$ cat src/rtl/tlk2711_pkg.sv
// Shared types and helpers for the TLK2711 RX write-DMA arbiter.
// Holds the arbiter state encoding, the default beat size and the byte-to-beat conversion.
package tlk2711_pkg;

  typedef enum logic [1:0] {
    ST_IDLE     = 2'd0,
    ST_CMD      = 2'd1,
    ST_DATA     = 2'd2,
    ST_WAIT_FIN = 2'd3
  } arb_state_e;

  localparam int BEAT_BYTES = 8;

  // Partial trailing beats count as a whole beat.
  function automatic logic [31:0] beat_count(input logic [31:0] byte_len,
                                             input logic [31:0] beat_bytes);
    return (byte_len / beat_bytes) + {31'd0, ((byte_len % beat_bytes) != 32'd0)};
  endfunction

endpackage

$ cat src/rtl/tlk2711_rr_pick.sv
// Combinational round-robin picker: first set request at or above rr_ptr, wrapping.
// found is low when no request is pending.
module tlk2711_rr_pick #(
  parameter int NUM_REQ = 4,
  localparam int PW = $clog2(NUM_REQ)
) (
  input  logic [NUM_REQ-1:0] req,
  input  logic [PW-1:0]      rr_ptr,
  output logic [PW-1:0]      grant,
  output logic               found
);

  // Scan from the farthest offset down so the nearest request wins.
  always_comb begin
    grant = '0;
    found = 1'b0;
    for (int i = NUM_REQ - 1; i >= 0; i--) begin
      if (req[(int'(rr_ptr) + i) % NUM_REQ]) begin
        grant = PW'((int'(rr_ptr) + i) % NUM_REQ);
        found = 1'b1;
      end
    end
  end

endmodule

$ cat src/rtl/tlk2711_wr_dma_arbiter.sv
// Frame-granular round-robin sharing of one DDR write-DMA engine between NUM_REQ RX link channels.
// Optional idle abort enabled by defining TLK2711_ARB_TIMEOUT_EN.
//
// state       | meaning
// ST_IDLE     | no grant active, picking next requester
// ST_CMD      | command presented to DMA, waiting for ack
// ST_DATA     | streaming granted channel's beats to DMA
// ST_WAIT_FIN | all beats sent, waiting for DMA write finish
module tlk2711_wr_dma_arbiter
  import tlk2711_pkg::*;
#(
  parameter int NUM_REQ     = 4,
  parameter int ADDR_WIDTH  = 32,
  parameter int DLEN_WIDTH  = 16,
  parameter int DATA_WIDTH  = BEAT_BYTES * 8,
  parameter int TIMEOUT_CYC = 10000000
) (
  input  logic                                          clk,
  input  logic                                          rst,
  input  logic [NUM_REQ-1:0]                            i_req_cmd_req,
  input  logic [NUM_REQ*(ADDR_WIDTH+DLEN_WIDTH)-1:0]    i_req_cmd_data,
  output logic [NUM_REQ-1:0]                            o_req_cmd_ack,
  input  logic [NUM_REQ-1:0]                            i_req_valid,
  input  logic [NUM_REQ*DATA_WIDTH-1:0]                 i_req_data,
  output logic [NUM_REQ-1:0]                            o_req_ready,
  output logic [NUM_REQ-1:0]                            o_req_finish,
  output logic                                          o_wr_cmd_req,
  input  logic                                          i_wr_cmd_ack,
  output logic [ADDR_WIDTH+DLEN_WIDTH-1:0]              o_wr_cmd_data,
  output logic                                          o_dma_wr_valid,
  output logic [DATA_WIDTH-1:0]                         o_dma_wr_data,
  output logic [DATA_WIDTH/8-1:0]                       o_dma_wr_keep,
  input  logic                                          i_dma_wr_ready,
  input  logic                                          i_wr_finish,
  output logic [$clog2(NUM_REQ)-1:0]                    o_grant_id,
  output logic                                          o_busy,
  output logic                                          o_timeout
);

  localparam int          CW     = ADDR_WIDTH + DLEN_WIDTH;
  localparam int          PW     = $clog2(NUM_REQ);
  localparam logic [31:0] BEAT_B = 32'(DATA_WIDTH / 8);

  if (NUM_REQ < 2 || NUM_REQ > 8 || TIMEOUT_CYC < 1) begin : g_bad_param
    $error("tlk2711_wr_dma_arbiter: parameter out of range");
  end

  arb_state_e            state, state_nxt;
  logic [PW-1:0]         rr_ptr, grant, pick_id, grant_inc;
  logic                  pick_found;
  logic [CW-1:0]         cmd_data, sel_cmd;
  logic [DLEN_WIDTH-1:0] sel_len, beats_left;
  logic                  fin_pend, beat, fin_evt, tmo_hit;

  tlk2711_rr_pick #(.NUM_REQ(NUM_REQ)) u_pick (
    .req    (i_req_cmd_req),
    .rr_ptr (rr_ptr),
    .grant  (pick_id),
    .found  (pick_found)
  );

  assign sel_cmd   = i_req_cmd_data[int'(pick_id)*CW +: CW];
  assign sel_len   = sel_cmd[DLEN_WIDTH-1:0];
  assign beat      = (state == ST_DATA) && i_req_valid[grant] && i_dma_wr_ready;
  assign fin_evt   = (state == ST_WAIT_FIN) && (i_wr_finish || fin_pend);
  assign grant_inc = (grant == PW'(NUM_REQ - 1)) ? '0 : grant + 1'b1;

`ifdef TLK2711_ARB_TIMEOUT_EN
  localparam logic [31:0] TMO_LOAD = 32'(TIMEOUT_CYC - 1);
  logic [31:0] tmo_cnt;
  logic        tmo_clr;

  assign tmo_clr = (state == ST_IDLE) || ((state == ST_CMD) && i_wr_cmd_ack) || beat || fin_evt;
  assign tmo_hit = !tmo_clr && (tmo_cnt == '0);

  always_ff @(posedge clk) begin
    if (rst || tmo_clr || tmo_hit) tmo_cnt <= TMO_LOAD;
    else                           tmo_cnt <= tmo_cnt - 1'b1;
  end
`else
  assign tmo_hit = 1'b0;
`endif

  always_ff @(posedge clk) begin
    if (rst) state <= ST_IDLE;
    else     state <= state_nxt;
  end

  always_comb begin
    state_nxt = state;
    case (state)
      ST_IDLE:     if (pick_found) state_nxt = ST_CMD;
      ST_CMD:      if (i_wr_cmd_ack) state_nxt = (beats_left == '0) ? ST_WAIT_FIN : ST_DATA;
      ST_DATA:     if (beat && (beats_left == DLEN_WIDTH'(1))) state_nxt = ST_WAIT_FIN;
      ST_WAIT_FIN: if (fin_evt) state_nxt = ST_IDLE;
      default:     state_nxt = ST_IDLE;
    endcase
    if (tmo_hit) state_nxt = ST_IDLE;
  end

  always_ff @(posedge clk) begin
    if (rst) begin
      rr_ptr     <= '0;
      grant      <= '0;
      cmd_data   <= '0;
      beats_left <= '0;
      fin_pend   <= 1'b0;
    end else begin
      if ((state == ST_IDLE) && pick_found) begin
        grant      <= pick_id;
        cmd_data   <= sel_cmd;
        beats_left <= DLEN_WIDTH'(beat_count(32'(sel_len), BEAT_B));
      end
      if (beat) beats_left <= beats_left - 1'b1;
      if (fin_evt || tmo_hit) rr_ptr <= grant_inc;
      // An early finish (e.g. with the last beat) is held until WAIT_FIN consumes it.
      if (tmo_hit || (state == ST_WAIT_FIN)) fin_pend <= 1'b0;
      else if (i_wr_finish)                  fin_pend <= 1'b1;
    end
  end

  always_comb begin
    o_req_cmd_ack  = '0;
    o_req_ready    = '0;
    o_req_finish   = '0;
    o_dma_wr_valid = 1'b0;
    o_dma_wr_data  = '0;
    case (state)
      ST_CMD:  o_req_cmd_ack[grant] = i_wr_cmd_ack;
      ST_DATA: begin
        o_dma_wr_valid     = i_req_valid[grant];
        o_req_ready[grant] = i_dma_wr_ready;
        o_dma_wr_data      = i_req_data[int'(grant)*DATA_WIDTH +: DATA_WIDTH];
      end
      ST_WAIT_FIN: o_req_finish[grant] = i_wr_finish || fin_pend;
      default: ;
    endcase
  end

  assign o_wr_cmd_req  = (state == ST_CMD);
  assign o_wr_cmd_data = cmd_data;
  assign o_dma_wr_keep = '1;
  assign o_grant_id    = grant;
  assign o_busy        = (state != ST_IDLE);
  assign o_timeout     = tmo_hit;

endmodule

$ cat config.mk
export PLATFORM = sky130hd
export DESIGN_NAME = tlk2711_wr_dma_arbiter
export DESIGN_NICKNAME = d
export VERILOG_FILES = /design/src/rtl/tlk2711_pkg.sv /design/src/rtl/tlk2711_rr_pick.sv /design/src/rtl/tlk2711_wr_dma_arbiter.sv
export SDC_FILE = /design/constraint.sdc
export NUM_CORES = 1
export LEC_CHECK = 0
export CAP_MARGIN = 20
export CORE_AREA = 2 2 230 232
export DETAILED_ROUTE_END_ITERATION = 8
export DIE_AREA = 0 0 232 234
export SLEW_MARGIN = 10
export SYNTH_ARGS = -nofsm -noshare
export SYNTH_HDL_FRONTEND = slang
export SYNTH_SLANG_ARGS = --single-unit
$ cat constraint.sdc
create_clock -name clk -period 4 [get_ports clk]
set_clock_uncertainty 0.15 [all_clocks]
set_input_delay 0.4 -clock clk [delete_from_list [all_inputs] [get_ports clk]]
set_output_delay 0.4 -clock clk [all_outputs]
set_load 0.02 [all_outputs]
Yosys cells after proc, flatten, opt, wreduce, memory -nomap -nowiden
Index checks and enable logic that the tools add are counted.
{"block": "word_totals", "word_cells": 90, "register_bits": 71, "in_bits": 461}
{"block": "classes", "n_bitwise": 6, "n_shift": 2, "order_cmp": 6, "muxes": 37, "n_addsub": 6, "n_reduce_logical": 17, "multipliers": 1, "eq_ne": 9}
{"cell": "indexed part select 256 x 9 -> 64 bit", "count": 1}
{"cell": "indexed part select 192 x 9 -> 48 bit", "count": 1}
{"cell": "two-way mux 64 bit", "count": 1}
{"cell": "two-way mux 16 bit", "count": 2}
{"cell": "nonzero test 32 bit", "count": 1}
{"cell": "two-way mux 2 bit", "count": 9}
{"cell": "equality test 16 x 1 -> 1 bit, second input constant", "count": 1}
{"cell": "zero test 16 bit", "count": 1}
{"cell": "subtractor 16 x 1 -> 16 bit, second input constant", "count": 1}
{"cell": "two-way mux 1 bit", "count": 15}
{"cell": "adder 13 x 1 -> 14 bit", "count": 1}
{"cell": "AND 4 bit", "count": 3}
{"cell": "less-than comparator 3 x 4 -> 1 bit, second input constant", "count": 3}
{"cell": "two-way mux 4 bit", "count": 3}
{"cell": "binary-select mux 1 bit (select 2 bit)", "count": 5}
{"cell": "one-hot mux 2 bit (4 select lines)", "count": 1}
{"cell": "OR reduction 2 bit", "count": 4}
{"cell": "equality test 2 bit, second input constant", "count": 3}
{"cell": "logical AND 1 bit", "count": 6}
{"cell": "less-than comparator 2 x 3 -> 1 bit, second input constant", "count": 2}
{"cell": "adder 2 x 1 -> 2 bit, second input constant", "count": 2}
{"cell": "adder 2 bit, second input constant", "count": 2}
{"cell": "multiplier 2 x 2 -> 4 bit, second input constant", "count": 1}
{"cell": "!= test 2 x 1 -> 1 bit, second input constant", "count": 2}
{"cell": "9 further kinds", "count": 13}

Longest topological paths before layout
Gate-level depths: netlist (run 1).
{"block": "logic_depth", "word_depth": 16, "ltp_mapped": 15, "mapped_depth_nobuf": 13}

Modules after synthesis
A second synthesis (run 1) with hierarchy kept.
{"block": "unflattened", "hier_cells": 672, "hier_area_um2": 6650.1}
{"mod": "tlk2711_wr_dma_arbiter", "area_per_inst_um2": 6572.6, "cells_per_inst": 659, "n_inst": 1, "seq_area_each_um2": 1421.4}
{"mod": "tlk2711_rr_pick", "area_per_inst_um2": 77.6, "cells_per_inst": 13, "n_inst": 1, "seq_area_each_um2": 0.0}

Worst setup path after synthesis (run 1)
Ideal clock, no wire load.
{"block": "synth_path", "path_type": "in2reg", "from": "in i_req_cmd_req[1]", "to": "reg beats_left[6]", "stages": 15, "slack_ns": 0.403, "setup_time_ns": 0.086, "n_path_buf": 2, "arrival_time_ns": 3.361, "path_cell_list": "nand2b_4 a21oi_2 a211o_2 buf_4 buf_1 mux2i_1 mux2_2 nand3_1 ha_1 ha_1 inv_1 or3_1 or3_1 o31a_1 a221oi_2"}
{"block": "synth_between", "elab_chain_cells": 13, "word_cells_on_any_way": 27, "classes_between": "add/sub (1); mul (1); shift (1); mux (21); reduce/logical (3)"}
{"element": "from (decl)", "line": "tlk2711_wr_dma_arbiter.sv:20", "rtl": "input logic [NUM_REQ-1:0] i_req_cmd_req,"}
{"element": "binary-select mux 1 bit (select 2 bit)", "line": "tlk2711_rr_pick.sv:18", "rtl": "if (req[(int'(rr_ptr) + i) % NUM_REQ]) begin"}
{"element": "two-way mux 1 bit (not written as such) (2 in a row)", "line": "tlk2711_rr_pick.sv:18"}
{"element": "two-way mux 2 bit (4 in a row)", "line": "tlk2711_rr_pick.sv:18"}
{"element": "multiplier 2 x 2 -> 4 bit", "line": "tlk2711_wr_dma_arbiter.sv:62", "rtl": "assign sel_cmd = i_req_cmd_data[int'(pick_id)*CW +: CW];"}
{"element": "indexed part select 192 x 9 -> 48 bit", "line": "tlk2711_wr_dma_arbiter.sv:62"}
{"element": "nonzero test 32 bit", "line": "tlk2711_pkg.sv:17", "rtl": "return (byte_len / beat_bytes) + {31'd0, ((byte_len % beat_bytes) != 32'd0)};"}
{"element": "adder 13 x 1 -> 14 bit", "line": "tlk2711_pkg.sv:17"}
{"element": "two-way mux 16 bit", "line": "tlk2711_wr_dma_arbiter.sv:109", "rtl": "if ((state == ST_IDLE) && pick_found) begin"}
{"element": "two-way mux 16 bit", "line": "tlk2711_wr_dma_arbiter.sv:114", "rtl": "if (beat) beats_left <= beats_left - 1'b1;"}
{"element": "to (signal assigned)", "line": "tlk2711_wr_dma_arbiter.sv:112", "rtl": "beats_left <= DLEN_WIDTH'(beat_count(32'(sel_len), BEAT_B));"}
{"element": "to (signal assigned)", "line": "tlk2711_wr_dma_arbiter.sv:114"}
{"element": "to (decl)", "line": "tlk2711_wr_dma_arbiter.sv:52", "rtl": "logic [DLEN_WIDTH-1:0] sel_len, beats_left;"}
Several ways; a longest one is shown, not always the timed one. The select of a mux whose other input is x is not followed.
A chain may end at the register's enable or synchronous reset.

Worst setup path in the final report (run 1)
{"block": "layout_path", "from": "in i_req_cmd_req[2]", "to": "reg beats_left[6]"}
The elaborated chain is that of the path after synthesis.

==> impl_metrics.tcl, run 1 <==
set metrics [dict create \
    outcome "complete, no violations" \
    maxSlewHeadroom_pct 50.7 \
    cts_buffer_depth 2 \
    numCtsBuffers 9 \
    switchingPower_mw 2.62 \
    h-tree-depth 3 \
    period_minus_slack_ns 3.67 \
    dieArea_um2 54300 \
    synth_top_area_share_pct 21.0 \
    nets 1915 \
    synth_flop_cell "dfxtp_1" \
    max_slew.worst_pin.slew_ns 0.740 \
    drive_above_1_share_pct 9.19 \
    synth_cells 892 \
    ys_seq_elements 71 \
    slowest_delay_ns 0.49 \
    routed_via_density 4.22 \
    setup_viol 0 \
    synthDistinctLibCells 58 \
    grt_pass1_vias 8971 \
    timing.max_cap.violations 0 \
    yosys-top-cells-area "mux4_2, dfxtp_1, nand2_1" \
    p_per_area_nw_per_um2 431 \
    cp_data_required_time_ns 4.10 \
    ir_drop_uv 227 \
    drt_iter0_drc 438 \
    synth_edf_count 0 \
    num_rows 84 \
    core_um2 52000 \
    finalWirelength_um 41100 \
    startpoint_type "primary input" \
    r2r_cells 13 \
    ys_top_cells_by_count "nand2_1, nand3_1, and2_1" \
    cp.depth 14 \
    io_pins 599 \
    critPathSlowestCell "clkdlybuf4s50_1" \
    holdCritStartpoint "o_wr_cmd_data[45]$_SDFFE_PP0P_" \
    drc 0 \
    start_util_pct 13.4 \
    place_congestion 0.839 \
    avgSynthCellArea_um2 7.83 \
    fillerInstances 5566 \
    worst-endpoint-arrival_ns 3.78 \
    worstPathCellList "clkdlybuf4s50_1 -> nand2b_1 -> o21ai_2 -> a211o_2 -> mux2i_1 -> mux2_2 -> nand3_1 -> ha_1 -> ha_1 -> inv_1 -> or3_1 -> or3_1 -> o31a_1 -> a221oi_2" \
    postCtsHoldBufs 0 \
    dp_cells 2119 \
    reg2reg_from "rr_ptr[0]$_SDFFE_PP0P_" \
    cp_max_fo 8 \
    fmax_ghz 0.272 \
    fin_area_um2 14000 \
    crit_family "compound AO/OA/AOI/OAI gates" \
    wire_per_inst_um 19.2 \
    clock_sinks 71 \
    layoutNonFillerInstCount 2136 \
    die_w_um 232 \
    clk-insertion-delay-late_ns 0.34 \
    rsz0062_at_grt "no" \
    ys_warn_count 0 \
    grt_antenna_before_repair 7 \
    swShare_pct 43.5 \
    holdCritPathClass "flop to flop" \
    cp_num_buf_inv 2 \
    synth_area_um2 6990 \
    die_h_um 234 \
    grt_pass1_wl_um 57000 \
    regArea_um2 1430 \
    synthArstFlopShare_pct 0 \
    clockRootBuffer "clkbuf_16" \
    seq_power_share_pct 19.0 \
    total_power_mw 6.03 \
    clkPwrFrac_pct 16.9 \
    multiInputGateArea_um2 5170 \
    vias 9007 \
    firstDrtPassIters 5 \
    post-route-period-util_pct 91.9 \
    rr_endpoint "beats_left[6]$_SDFFE_PP0P_" \
    crit_start "i_req_cmd_req[2]" \
    grt_use_total_pct 14.2 \
    crit_end "beats_left[6]$_SDFFE_PP0P_" \
    cts_resized 0 \
    slew_violations 0 \
    worstSetupEndpointType "flop" \
    cts_setup_buffers 0 \
    synthMostInstantiatedCell "nand2_1" \
    ys_seq_area_share_pct 20.3 \
    power.leakage_nw 5.14 \
    cts_tree "yes" \
    ant_nets 0 \
    hold_viol 0 \
    worstSetupPathType "primary input to flop" \
    place_area_um2 13600 \
    synth_top_cell_by_area "mux4_2" \
    clk_pin_slew_ns 0.07 \
    io_buffers 589 \
    combPwrFrac_pct 64.1 \
    grt_start_max_net_pins 72 \
    detailed_place_hpwl_um 35500 \
    syn2layout_area_growth_pct 100 \
    overflow 0 \
    rrSetupSlack_ns 0.49 \
    intPower_mw 3.40 \
]
==> worst min-delay path: stages (launching register included) <==
cell	delay, ns
dfxtp_1	0.31
nand2_1	0.05
a21oi_1	0.05
==> worst min path at each step <==
stage,endpoint,cells past startpoint,slack (ns)
floorplan,rr_ptr[0]$_SDFFE_PP0P_,2,0.31
global placement,o_wr_cmd_data[45]$_SDFFE_PP0P_,2,0.29
detailed placement,o_wr_cmd_data[25]$_SDFFE_PP0P_,2,0.30
CTS,o_wr_cmd_data[25]$_SDFFE_PP0P_,2,0.31
global route,o_wr_cmd_data[21]$_SDFFE_PP0P_,2,0.33
finish,o_wr_cmd_data[45]$_SDFFE_PP0P_,2,0.30
==> registers in the layout (all words and copies together), names as in the netlist <==
name           count
rr_ptr             2
beats_left        16
state              2
o_grant_id         2
fin_pend           1
o_wr_cmd_data     48
==> cell usage in the layout, fill, tap and decap left out, drive strengths merged, types with 5 or more instances in the layout <==
cell / instances
nand4: 5
conb: 9
a31oi: 7
a211oi: 6
nand2: 210
clkdlybuf4s50: 588
nor4: 5
nand3: 101
nor2: 33
a21oi: 65
nand2b: 7
mux2i: 36
buf: 27
mux2: 9
and2: 72
clkbuf: 9
nor3: 14
mux4: 65
inv: 12
dfxtp: 71
ha: 12
o21ai: 16
and3: 16
==> per-layer routing <==
| layer | track usage [%] | part of all wire (%) | vias to the layer above |
|---|---|---|---|
| li1 | - | - | 4271 |
| met1 | 16.8 | 39 | 4233 |
| met2 | 24.2 | 49 | 451 |
| met3 | 5.01 | 10 | 46 |
| met4 | 3.69 | 2.0 | 6 |
| met5 | 0 | 0.11 | - |
==> cell type report <==
class	count	share of cell area, %
repair buffers	615	43.6
multi-input cells	733	37.0
flip-flops and latches	71	10.2
well taps	688	6.16
clock buffers	9	1.61
clock inverters	7	1.04
inverters	12	0.322
diodes	1	0.0179
==> through the flow <==
stage / hold slack [ns] / setup WS, ns / utilization, % / setup TNS [ns]
2_1_floorplan: 0.312 / 0.403 / - / 0
3_3_place_gp: 0.292 / 0.0977 / 26.2 / 0
3_5_place_dp: 0.297 / -0.0177 / 26.2 / -0.0177
4_1_cts: 0.306 / 0.360 / 26.9 / 0
5_1_grt: 0.328 / 0.134 / 26.9 / 0
6_report: 0.304 / 0.325 / 26.9 / 0
==> power by group through the flow <==
stage / registers [mW] / logic [mW] / clock network (mW)
detailed placement: 1.16 / 3.90 / 0
floorplan: 1.27 / 1.92 / 0
global placement: 1.15 / 3.88 / 0
global route: 1.18 / 4.19 / 1.08
CTS: 1.15 / 3.92 / 1.05
finish: 1.14 / 3.87 / 1.02
==> logic make-up after synthesis <==
family	Yosys count	synth area share, %
flip-flops	71	20.3
buffers and inverters	95	6.20
other	2	0.108
multiplexers	110	27.6
AO/OA/AOI/OAI	122	10.9
AND/OR/NAND/NOR	474	32.0
adder cells (fa/ha/maj)	12	2.15
XOR/XNOR	6	0.752
No activity file was read; power rests on OpenSTA's default activity.
==> run 2, diff against run 1 <==
--- a/config.mk
+++ b/config.mk
@@ -5,7 +5,6 @@
 export SDC_FILE = /design/constraint.sdc
 export NUM_CORES = 1
 export LEC_CHECK = 0
-export CAP_MARGIN = 20
 export CORE_AREA = 2 2 230 232
 export DETAILED_ROUTE_END_ITERATION = 8
 export DIE_AREA = 0 0 232 234
==> results of run 2 <==
The final DEF is identical to that of run 1; final timing and power are the same.
==> run 3, diff against run 2 <==
==> constraint.sdc (replaced) <==
create_clock -name clk -period 4.6 [get_ports clk]
set_clock_uncertainty 0.15 [all_clocks]
set_input_delay 0.46 -clock clk [delete_from_list [all_inputs] [get_ports clk]]
set_output_delay 0.46 -clock clk [all_outputs]
set_load 0.02 [all_outputs]
==> run 3 against run 2 <==
Effect of this change: count of clock-buffer cells in the layout increased by 2; global-route usage decreased by 0.44 points; design area decreased by 1.0%; routed wire length decreased by 2.3%; utilization shrank 0.27 points; first-iteration DRC count grew 8.7%; power down 16%.
==> impl_metrics.tcl, run 3 (same netlist as run 1, synthesis figures left out) <==
set metrics [dict create \
    setup_viol 0 \
    grt_use_total_pct 13.7 \
    nets 1906 \
    clk-insertion-delay-late_ns 0.34 \
    r2r_cells 13 \
    finalWirelength_um 40100 \
    grt_antenna_before_repair 6 \
    finalSetupTns_ns 0 \
    h-tree-depth 3 \
    worstSetupEndpointType "flop" \
    clockRootBuffer "clkbuf_16" \
    grt_start_max_net_pins 72 \
    start_util_pct 13.4 \
    hold_ws_ns 0.302 \
    final_common_cell "clkdlybuf4s50_1" \
    cts_resized 0 \
    rr_endpoint "beats_left[6]$_SDFFE_PP0P_" \
    numCtsBuffers 9 \
    period_minus_slack_ns 3.72 \
    wire_per_inst_um 18.9 \
    startpoint_type "primary input" \
    worstSetupPathType "primary input to flop" \
    rsz0062_at_grt "no" \
    cp_data_required_time_ns 4.70 \
    largest_register_ffs 48 \
    io_pins 599 \
    clock_sinks 71 \
    io_buffers 589 \
    slew_violations 0 \
    ir_drop_uv 197 \
    timing.max_cap.violations 0 \
    place_area_um2 13500 \
    overflow 0 \
    layoutNonFillerInstCount 2128 \
    grt_pass1_wl_um 55200 \
    place_congestion 0.821 \
    detailed_place_hpwl_um 34600 \
    cts_tree "yes" \
    core_um2 52000 \
    vias 8874 \
    rrSetupSlack_ns 1.10 \
    hold_viol 0 \
    holdCritStartpoint "o_wr_cmd_data[45]$_SDFFE_PP0P_" \
    num_rows 84 \
    holdCritPathClass "flop to flop" \
    pre_cts_ws_ns 0.571 \
    firstDrtPassIters 5 \
    dieArea_um2 54300 \
    fin_ws_ns 0.875 \
    cts_buffer_depth 2 \
    utilization_pct 26.6 \
    post-route-period-util_pct 81.0 \
    final_cell_mix "clkdlybuf4s50_1, nand2_1, nand3_1" \
    clk_pin_slew_ns 0.06 \
    drt_iter0_drc 476 \
    die_h_um 234 \
    postCtsHoldBufs 0 \
    reg2reg_from "rr_ptr[0]$_SDFFE_PP0P_" \
    fillerInstances 5586 \
    ant_nets 0 \
    grt_pass1_vias 8689 \
    syn2layout_area_growth_pct 98.1 \
    total_power_mw 5.04 \
    outcome "complete, no violations" \
    power.leakage_nw 5.06 \
    min_to "o_wr_cmd_data[45]$_SDFFE_PP0P_" \
    die_w_um 232 \
    max_slew.worst_pin.slew_ns 0.789 \
    drc 0 \
    fmax_ghz 0.268 \
    whs_path_depth 2 \
    cp_max_fo 6 \
    cts_setup_buffers 0 \
    fin_area_um2 13800 \
    p_per_area_nw_per_um2 364 \
    routed_via_density 4.17 \
    dp_cells 2110 \
    drive_above_1_share_pct 8.48 \
    maxSlewHeadroom_pct 47.4 \
    worst-endpoint-arrival_ns 3.82 \
]
run 3: cell count changes in the layout (fill, tap and decap cells not counted):
| cell | delta |
|---|---|
| diode_2 | +1 |
| clkinv_2 | +1 |
| bufinv_16 | -3 |
| buf_4 | -9 |
| clkbuf_1 | +2 |
run 3: worst max-delay path by stage:
stage | from | end | slack [ns] | cells after the start
after floorplan | i_req_cmd_req[1] | beats_left[6]$_SDFFE_PP0P_ | 0.94 | 15
after global placement | i_req_cmd_req[1] | beats_left[6]$_SDFFE_PP0P_ | 0.63 | 14
after detailed placement | i_req_cmd_req[2] | beats_left[6]$_SDFFE_PP0P_ | 0.57 | 14
after CTS | state[0]$_SDFFE_PP0P_ | o_dma_wr_data[60] | 0.91 | 5
after global routing | i_req_cmd_req[1] | beats_left[6]$_SDFFE_PP0P_ | 0.73 | 14
final | i_req_cmd_req[1] | beats_left[6]$_SDFFE_PP0P_ | 0.88 | 14
run 3: worst max-delay path, stage by stage:
cell             delay, ns
clkdlybuf4s50_1       0.52
nand2b_4              0.16
a21oi_2               0.08
a211oi_4              0.42
nand2_1               0.12
and3_1                0.18
a31oi_1               0.23
ha_1                  0.24
ha_1                  0.15
inv_1                 0.07
or3_1                 0.40
or3_1                 0.33
o31a_1                0.26
a221oi_2              0.22
run 3: metal layers:
metal | global-route usage [%] | vias to the layer above | wire length [um]
met5 | 0 | - | 13
met4 | 2.34 | 2 | 416
met3 | 4.41 | 29 | 3650
met2 | 23.4 | 416 | 19600
met1 | 17.0 | 4172 | 16500
li1 | - | 4255 | -
run 3: final cells by class:
type / instances / area (um^2) / share of cell area, %
Inverter: 12 / 45.0 / 0.326
Sequential cell: 71 / 1430 / 10.3
Tap cell: 688 / 861 / 6.22
Timing Repair Buffer: 606 / 6030 / 43.6
Clock inverter: 5 / 60.1 / 0.434
Multi-Input combinational cell: 733 / 5170 / 37.4
Clock buffer: 11 / 233 / 1.68
Antenna cell: 2 / 5.00 / 0.0362
run 3: power by group:
| part | internal, mW | total [mW] | switching, mW |
|---|---|---|---|
| clock | 0.422 | 0.722 | 0.300 |
| sequential | 0.817 | 0.999 | 0.182 |
| combinational | 1.53 | 3.32 | 1.78 |
| total | 2.77 | 5.04 | 2.26 |
